--- src/rtl/mem_arbiter.sv ---
// mem_arbiter: two-port (fetch / data) arbiter in front of a single memory port.
// FSM IDLE -> ACCESS -> RESP. Memory handshake: mem_en is held high with
// mem_we/mem_addr/mem_wdata stable until the memory raises mem_ready for one
// cycle, or until TIMEOUT_CYCLES ACCESS cycles pass without mem_ready, which
// aborts the access and sets the sticky timeout_err flag.
// Optional feature: define MEM_ARB_RR_EN to get round-robin arbitration on
// contention; without it the data port always wins.
module mem_arbiter #(
  parameter int ADDR_WIDTH     = 16,
  parameter int DATA_WIDTH     = 16,
  parameter int TIMEOUT_CYCLES = 15
) (
  input  logic                  clk,
  input  logic                  reset,
  input  logic                  if_req,
  input  logic [ADDR_WIDTH-1:0] if_addr,
  output logic [DATA_WIDTH-1:0] if_rdata,
  output logic                  if_done,
  input  logic                  d_req,
  input  logic                  d_we,
  input  logic [ADDR_WIDTH-1:0] d_addr,
  input  logic [DATA_WIDTH-1:0] d_wdata,
  output logic [DATA_WIDTH-1:0] d_rdata,
  output logic                  d_done,
  output logic                  mem_en,
  output logic                  mem_we,
  output logic [ADDR_WIDTH-1:0] mem_addr,
  output logic [DATA_WIDTH-1:0] mem_wdata,
  input  logic [DATA_WIDTH-1:0] mem_rdata,
  input  logic                  mem_ready,
  output logic                  busy,
  output logic                  timeout_err,
  output logic [1:0]            dbg_state
);

  localparam int CW = $clog2(TIMEOUT_CYCLES + 1);
  // Counter value seen in the last allowed ACCESS cycle.
  localparam logic [CW-1:0] CNT_LAST = CW'(TIMEOUT_CYCLES - 1);

  typedef enum logic [1:0] {
    IDLE   = 2'd0,
    ACCESS = 2'd1,
    RESP   = 2'd2
  } state_t;

  state_t        state;
  logic          grant_d;   // 1 = data port owns the current access
  logic [CW-1:0] acc_cnt;   // ACCESS cycles spent without mem_ready
  logic          pick_d;    // port chosen if a grant happens this cycle

`ifdef MEM_ARB_RR_EN
  logic          last_grant_d;

  // Round-robin: on contention give the port that did not win last time.
  always_comb begin
    pick_d = d_req;
    if (if_req && d_req) pick_d = !last_grant_d;
  end
`else
  // Fixed priority: the data port wins whenever it is requesting.
  always_comb begin
    pick_d = d_req;
  end
`endif

  assign dbg_state = state;

  // Arbiter FSM with all outputs registered.
  always_ff @(posedge clk or posedge reset) begin
    if (reset) begin
      state       <= IDLE;
      grant_d     <= 1'b0;
      acc_cnt     <= '0;
      mem_en      <= 1'b0;
      mem_we      <= 1'b0;
      mem_addr    <= '0;
      mem_wdata   <= '0;
      if_rdata    <= '0;
      d_rdata     <= '0;
      if_done     <= 1'b0;
      d_done      <= 1'b0;
      busy        <= 1'b0;
      timeout_err <= 1'b0;
`ifdef MEM_ARB_RR_EN
      last_grant_d <= 1'b0;
`endif
    end else begin
      case (state)
        IDLE: begin
          if (if_req || d_req) begin
            grant_d   <= pick_d;
            mem_addr  <= pick_d ? d_addr : if_addr;
            mem_wdata <= pick_d ? d_wdata : '0;
            mem_we    <= pick_d & d_we;
            mem_en    <= 1'b1;
            busy      <= 1'b1;
            acc_cnt   <= '0;
            state     <= ACCESS;
`ifdef MEM_ARB_RR_EN
            last_grant_d <= pick_d;
`endif
          end
        end
        ACCESS: begin
          if (mem_ready) begin
            // Normal completion; mem_ready wins over a simultaneous timeout.
            if (!mem_we) begin
              if (grant_d) d_rdata  <= mem_rdata;
              else         if_rdata <= mem_rdata;
            end
            mem_en  <= 1'b0;
            mem_we  <= 1'b0;
            if_done <= !grant_d;
            d_done  <= grant_d;
            state   <= RESP;
          end else if (acc_cnt == CNT_LAST) begin
            // Abort: reads return zero, error flag is sticky.
            acc_cnt <= acc_cnt + 1'b1;
            if (!mem_we) begin
              if (grant_d) d_rdata  <= '0;
              else         if_rdata <= '0;
            end
            timeout_err <= 1'b1;
            mem_en      <= 1'b0;
            mem_we      <= 1'b0;
            if_done     <= !grant_d;
            d_done      <= grant_d;
            state       <= RESP;
          end else begin
            acc_cnt <= acc_cnt + 1'b1;
          end
        end
        RESP: begin
          if_done <= 1'b0;
          d_done  <= 1'b0;
          busy    <= 1'b0;
          state   <= IDLE;
        end
        default: begin
          state <= IDLE;
        end
      endcase
    end
  end

endmodule

--- config.mk ---
export PLATFORM = sky130hd
export DESIGN_NAME = mem_arbiter
export DESIGN_NICKNAME = d
export VERILOG_FILES = /design/src/rtl/mem_arbiter.sv
export SDC_FILE = /design/constraint.sdc
export NUM_CORES = 1
export LEC_CHECK = 0
export BUFFER_PORTS_ARGS = -buffer_cell sky130_fd_sc_hd__buf_2
export CAP_MARGIN = 20
export CELL_PAD_IN_SITES_DETAIL_PLACEMENT = 0
export CELL_PAD_IN_SITES_GLOBAL_PLACEMENT = 1
export CORE_MARGIN = 2
export CORE_UTILIZATION = 38
export CTS_CLUSTER_DIAMETER = 30
export DETAILED_ROUTE_END_ITERATION = 7
export PLACE_DENSITY_LB_ADDON = 0.1
export REMOVE_ABC_BUFFERS = 1
export SLEW_MARGIN = 20
export SYNTH_ARGS = -nofsm -noshare
export SYNTH_HDL_FRONTEND = slang
export SYNTH_SLANG_ARGS = --single-unit
--- constraint.sdc ---
create_clock -name clk -period 3.4 [get_ports clk]
set_clock_uncertainty 0.15 [all_clocks]
set_input_delay 0 -clock clk [delete_from_list [all_inputs] [get_ports clk]]
set_output_delay 0 -clock clk [all_outputs]
set_load 0.02 [all_outputs]
Word level (Yosys, flattened, before mapping)
Index checks and enable logic that the tools add are counted.
{ "totals": {"register_bits": 77, "inputBits": 70, "output_inout_bits": 72, "elab_cells": 78} }
{ "op_classes": {"add_sub_neg": 1, "n_eq_ne": 12, "muxes": 34, "bitwise": 2, "reduce_logical": 16} }
{ "ops": {"columns": ["cell", "n"], "rows": [
  ["16-bit two-way mux", 14],
  ["2-bit inequality test (second input constant)", 7],
  ["6-bit AND reduction", 2],
  ["1-bit case mux with 2 select lines", 5],
  ["3-bit AND reduction", 3],
  ["1-bit two-way mux", 8],
  ["4-bit two-way mux", 2],
  ["4-bit case mux with 2 select lines", 1],
  ["2-bit AND reduction", 4],
  ["2-bit nonzero test", 4],
  ["2-bit two-way mux", 3],
  ["4-bit by 1-bit adder with 4-bit output (second input constant)", 1],
  ["4-bit equality test (second input constant)", 1],
  ["2-bit case mux with 2 select lines", 1],
  ["3-bit inequality test (second input constant)", 1],
  ["2-bit by 1-bit equality test with 1-bit output (second input constant)", 1],
  ["2-bit equality test (second input constant)", 1],
  ["2-bit logical NOT", 1],
  ["2-bit by 1-bit inequality test with 1-bit output (second input constant)", 1],
  ["1-bit bitwise AND", 1],
  ["1-bit logical NOT", 1],
  ["1-bit logical OR", 1],
  ["1-bit NOT", 1]
]} }

Longest topological paths before layout
{ "logic_depth": {"word_depth": 4, "mapped_depth": 6, "mapped_depth_nobuf": 5} }

Least setup slack after synthesis
No wires, ideal clock.
{ "synth_timing": {"path_kind": "reg2reg", "startpoint": "reg state[0] (netlist: dbg_state[0])", "endpoint": "reg mem_addr[15]", "setup_time_ns": 0.125, "arrival_ns": 1.620, "required_time_ns": 3.125, "path_slack_ns": 1.505, "stages_incl_launch_ff": 5, "path_buffers": 2, "synth_period_minus_slack_ns": 1.895, "cell_sequence": "dfrtp_1 > buf_2 > nor3_2 > buf_4 > mux2_2"} }
{ "synth_between": {"elab_chain_cells": 2} }
{ "synth_lines": {"columns": ["item", "line_no", "rtl"], "rows": [
  ["start: declaration", "46", "state_t state;"],
  ["start signal: assignment", "71", "state <= IDLE;"],
  ["start signal: assignment", "98", "state <= ACCESS;"],
  ["start signal: assignment", "115", "state <= RESP;"],
  ["2-bit logical NOT", "88", "case (state)"],
  ["2-bit AND reduction (no line)", null, null],
  ["end signal: assignment", "92", "mem_addr <= pick_d ? d_addr : if_addr;"],
  ["end: declaration", "27", "output logic [ADDR_WIDTH-1:0] mem_addr,"]
]} }
No other way between the ends.
A chain may end at the register's enable or synchronous reset.

Worst setup path after layout
{ "layout_timing": {"startpoint": "reg state[0] (netlist: dbg_state[0])", "endpoint": "reg if_rdata[8]"} }
{ "layout_between": {"elab_chain_cells": 2} }
{ "layout_lines": {"columns": ["item", "line_no", "rtl"], "rows": [
  ["2-bit by 1-bit equality test with 1-bit output", "88", null],
  ["6-bit AND reduction (no line)", null, null],
  ["end signal: assignment", "109", "else if_rdata <= mem_rdata;"],
  ["end: declaration", "17", "output logic [DATA_WIDTH-1:0] if_rdata,"]
]} }
No other way between the ends.

==> out/metrics.yaml <==
clocking:
  cts_sinks: 77
  cts_buffers: 9
  clk_path_buf_depth: 2
  cts_root_buf: "clkbuf_8"
  h-tree-depth: 3
  clk_pin_slew_ns: 0.09
  cts_resized: 0
  clk_latency_ns: 0.34
  cts_tree: "built"
sta:
  fin_tns_setup_ns: 0
  finalHoldViolCount: 0
  fin_crit_sh_pct: 59.7
  clock.fmax_mhz: 493
  period_minus_slack_ns: 2.03
  layout_setup_ws_ns: 1.37
  rsz0062_at_grt: "false"
  worstMarginPinSlew_ns: 0.912
  setup_violations: 0
  timing.slew.headroom_pct: 39.1
  slew_violations: 0
die:
  die_area_um2: 9190
  num_rows: 33
  core_um2: 8220
  start_util_pct: 39.0
  ios: 142
  die_x_um: 95.8
  fp.dieH_um: 95.8
setup_path:
  rr_startpoint: "dbg_state[0]$_DFFE_PP0P_"
  crit_fanout: 16
  start_kind: "flop"
  critPathArrivalTime_ns: 2.15
  endpoint_kind: "flop"
  path_class: "reg -> reg"
  critPathLaunch: "dbg_state[0]$_DFFE_PP0P_"
  crit_required_ns: 3.52
finish:
  syn2layout_area_growth_pct: 51.2
  n_antenna_cell: 0
  seq_area_um2: 1930
  final_common_cell: "buf_2"
  instances_no_fill: 575
  nets: 537
  final_area_um2: 4850
  multi_input_area_um2: 1110
  fillers: 720
  drive_above_1_share_pct: 42.6
  layout_common_cells: "buf_2, dfrtp_1, dlygate4sd3_1"
power:
  seq_power_share_pct: 39.4
  p_switching_mw: 1.70
  p_int_mw: 2.36
  leakagePower_nw: 2.42
  pwr-share-comb_pct: 44.9
  peakVddDrop_mv: 0.327
  powerDensity_nw_per_um2: 839
  p_clk_share_pct: 15.7
  sw_frac_of_total_pct: 41.8
drt:
  antenna_left: 0
  vias_per_cell: 4.83
  avgRoutedWirePerCell_um: 14.7
  routed_wl_um: 8460
  dr.pass1.iters: 5
  drt_first_iter_violations: 82
  via_count: 2779
  drc: 0
yosys:
  synthArstFlopShare_pct: 100
  synth_edf_count: 0
  synthFlopType: "dfrtp_1"
  synth_top_area_cell: "dfrtp_1"
  synth_top_area_share_pct: 60.1
  synth_cell_types: 33
  ys_seq_area_share_pct: 60.1
  syn_inst: 259
  ys_warn_count: 0
  syn-cell-area_um2: 3210
  syn_area_per_cell_um2: 12.4
  ys_ff_latch: 77
  synth.area.top_cells: "dfrtp_1, mux2_2, a22o_1"
global_route:
  grt_max_degree: 55
  grt_pass1_wl_um: 13300
  overflow: 0
  track_usage_pct: 18.8
  antenna_found_initial: 0
  grt_pass1_vias: 2735
placement:
  dp_hpwl_um: 5200
  placed_cells: 491
  routabilityCongestion: 0.723
  place_area_um2: 3990
  port_buffers: 141
  place_ws_ns: 1.36
outcome:
  status: "complete, no violations"
hold_path:
  worstHoldPathType: "in -> reg"
  hp-start: "d_req"
job:
  drv_cap: 0
worst max-delay path, cell delays in order (launching register included):
cell	delay, ns
dfrtp_1	0.63
nor4b_1	0.37
and2_1	0.57
a22o_1	0.24
per-stage QoR:
stage          total power, mW  hold WS, ns  utilization, %
4_1_cts                   4.10       0.0955            59.0
5_1_grt                   4.36        0.127            59.0
3_5_place_dp              3.39       0.0805            48.5
6_report                  4.06        0.102            59.0
3_3_place_gp              3.36       0.0767            48.5
2_1_floorplan             2.71      -0.0115               -
path summary, 6_finish.rpt:
check | depth (start not counted) | to | slack, ns
min in group asynchronous | 3 | mem_addr[13]$_DFFE_PP0P_ | 0.22
hold / removal | 3 | mem_wdata[7]$_DFFE_PP0P_ | 0.10
setup reg to reg | 3 | if_rdata[8]$_DFFE_PP0P_ | 1.37
max in group asynchronous | 4 | mem_wdata[6]$_DFFE_PP0P_ | 2.02
hold reg to reg | 1 | timeout_err$_DFFE_PP0P_ | 0.34
setup / recovery | 3 | if_rdata[8]$_DFFE_PP0P_ | 1.37
cell type report:
| class | instances | share of cell area (%) |
|---|---|---|
| timing repair buffer | 212 | 29.1 |
| inverter | 22 | 1.73 |
| clock buffer | 9 | 2.56 |
| multi-input combinational | 143 | 23.0 |
| sequential | 77 | 39.8 |
| tap | 105 | 2.71 |
| clock inverter | 7 | 1.16 |
logic make-up (layout without fill, tap and decap cells):
group	Yosys count	count (layout)	synth area share (%)
DFF	77	77	60.1
and+or+nand+nor	40	40	6.91
muxes	33	33	11.6
buffers and inverters	39	250	5.31
AOI/OAI and AO/OA	68	68	15.3
adders and majority gates	2	2	0.781
state kept, by name (all words and copies together), names as in the netlist:
| register | cells |
|---|---|
| acc_cnt | 4 |
| busy | 1 |
| d_done | 1 |
| d_rdata | 16 |
| dbg_state | 2 |
| grant_d | 1 |
| if_done | 1 |
| if_rdata | 16 |
| mem_addr | 16 |
| mem_en | 1 |
| mem_wdata | 16 |
| mem_we | 1 |
| timeout_err | 1 |
power by group through the flow:
stage / Sequential [mW] / Combinational, mW / Clock [mW]
floorplan: 2.07 / 0.632 / 0
global placement: 1.60 / 1.76 / 0
detailed placement: 1.60 / 1.78 / 0
CTS: 1.60 / 1.85 / 0.657
global route: 1.66 / 2.00 / 0.704
finish: 1.60 / 1.83 / 0.638
cell usage after synthesis, types with 2 or more instances:
cell type and n:
or3_1 2, nor2_1 4, and2_1 2, clkbuf_1 6
a31o_2 2, a31oi_1 2, o21ai_0 24, dfrtp_1 77
nand2b_1 3, buf_4 2, a22o_1 32, nand2_1 4
ha_1 2, inv_1 22, nand3_1 19, mux2_2 33
buf_2 6, o22ai_1 2
what timing repair did:
item / CTS / global route
setup buffers: 0 / 0
hold buffers: 68 / 0
hold endpoints to repair: 122 / 0
routing by layer:
| layer | up-vias | wire (um) | global-route usage (%) | part of all wire [%] |
|---|---|---|---|---|
| li1 | 1342 | - | - | - |
| met1 | 1320 | 3830 | 26.2 | 45 |
| met2 | 107 | 3950 | 28.9 | 47 |
| met3 | 10 | 576 | 4.62 | 6.8 |
| met4 | 0 | 95 | 6.19 | 1.1 |
| met5 | - | 0 | 0 | 0 |
(Power assumes the default switching activity.)
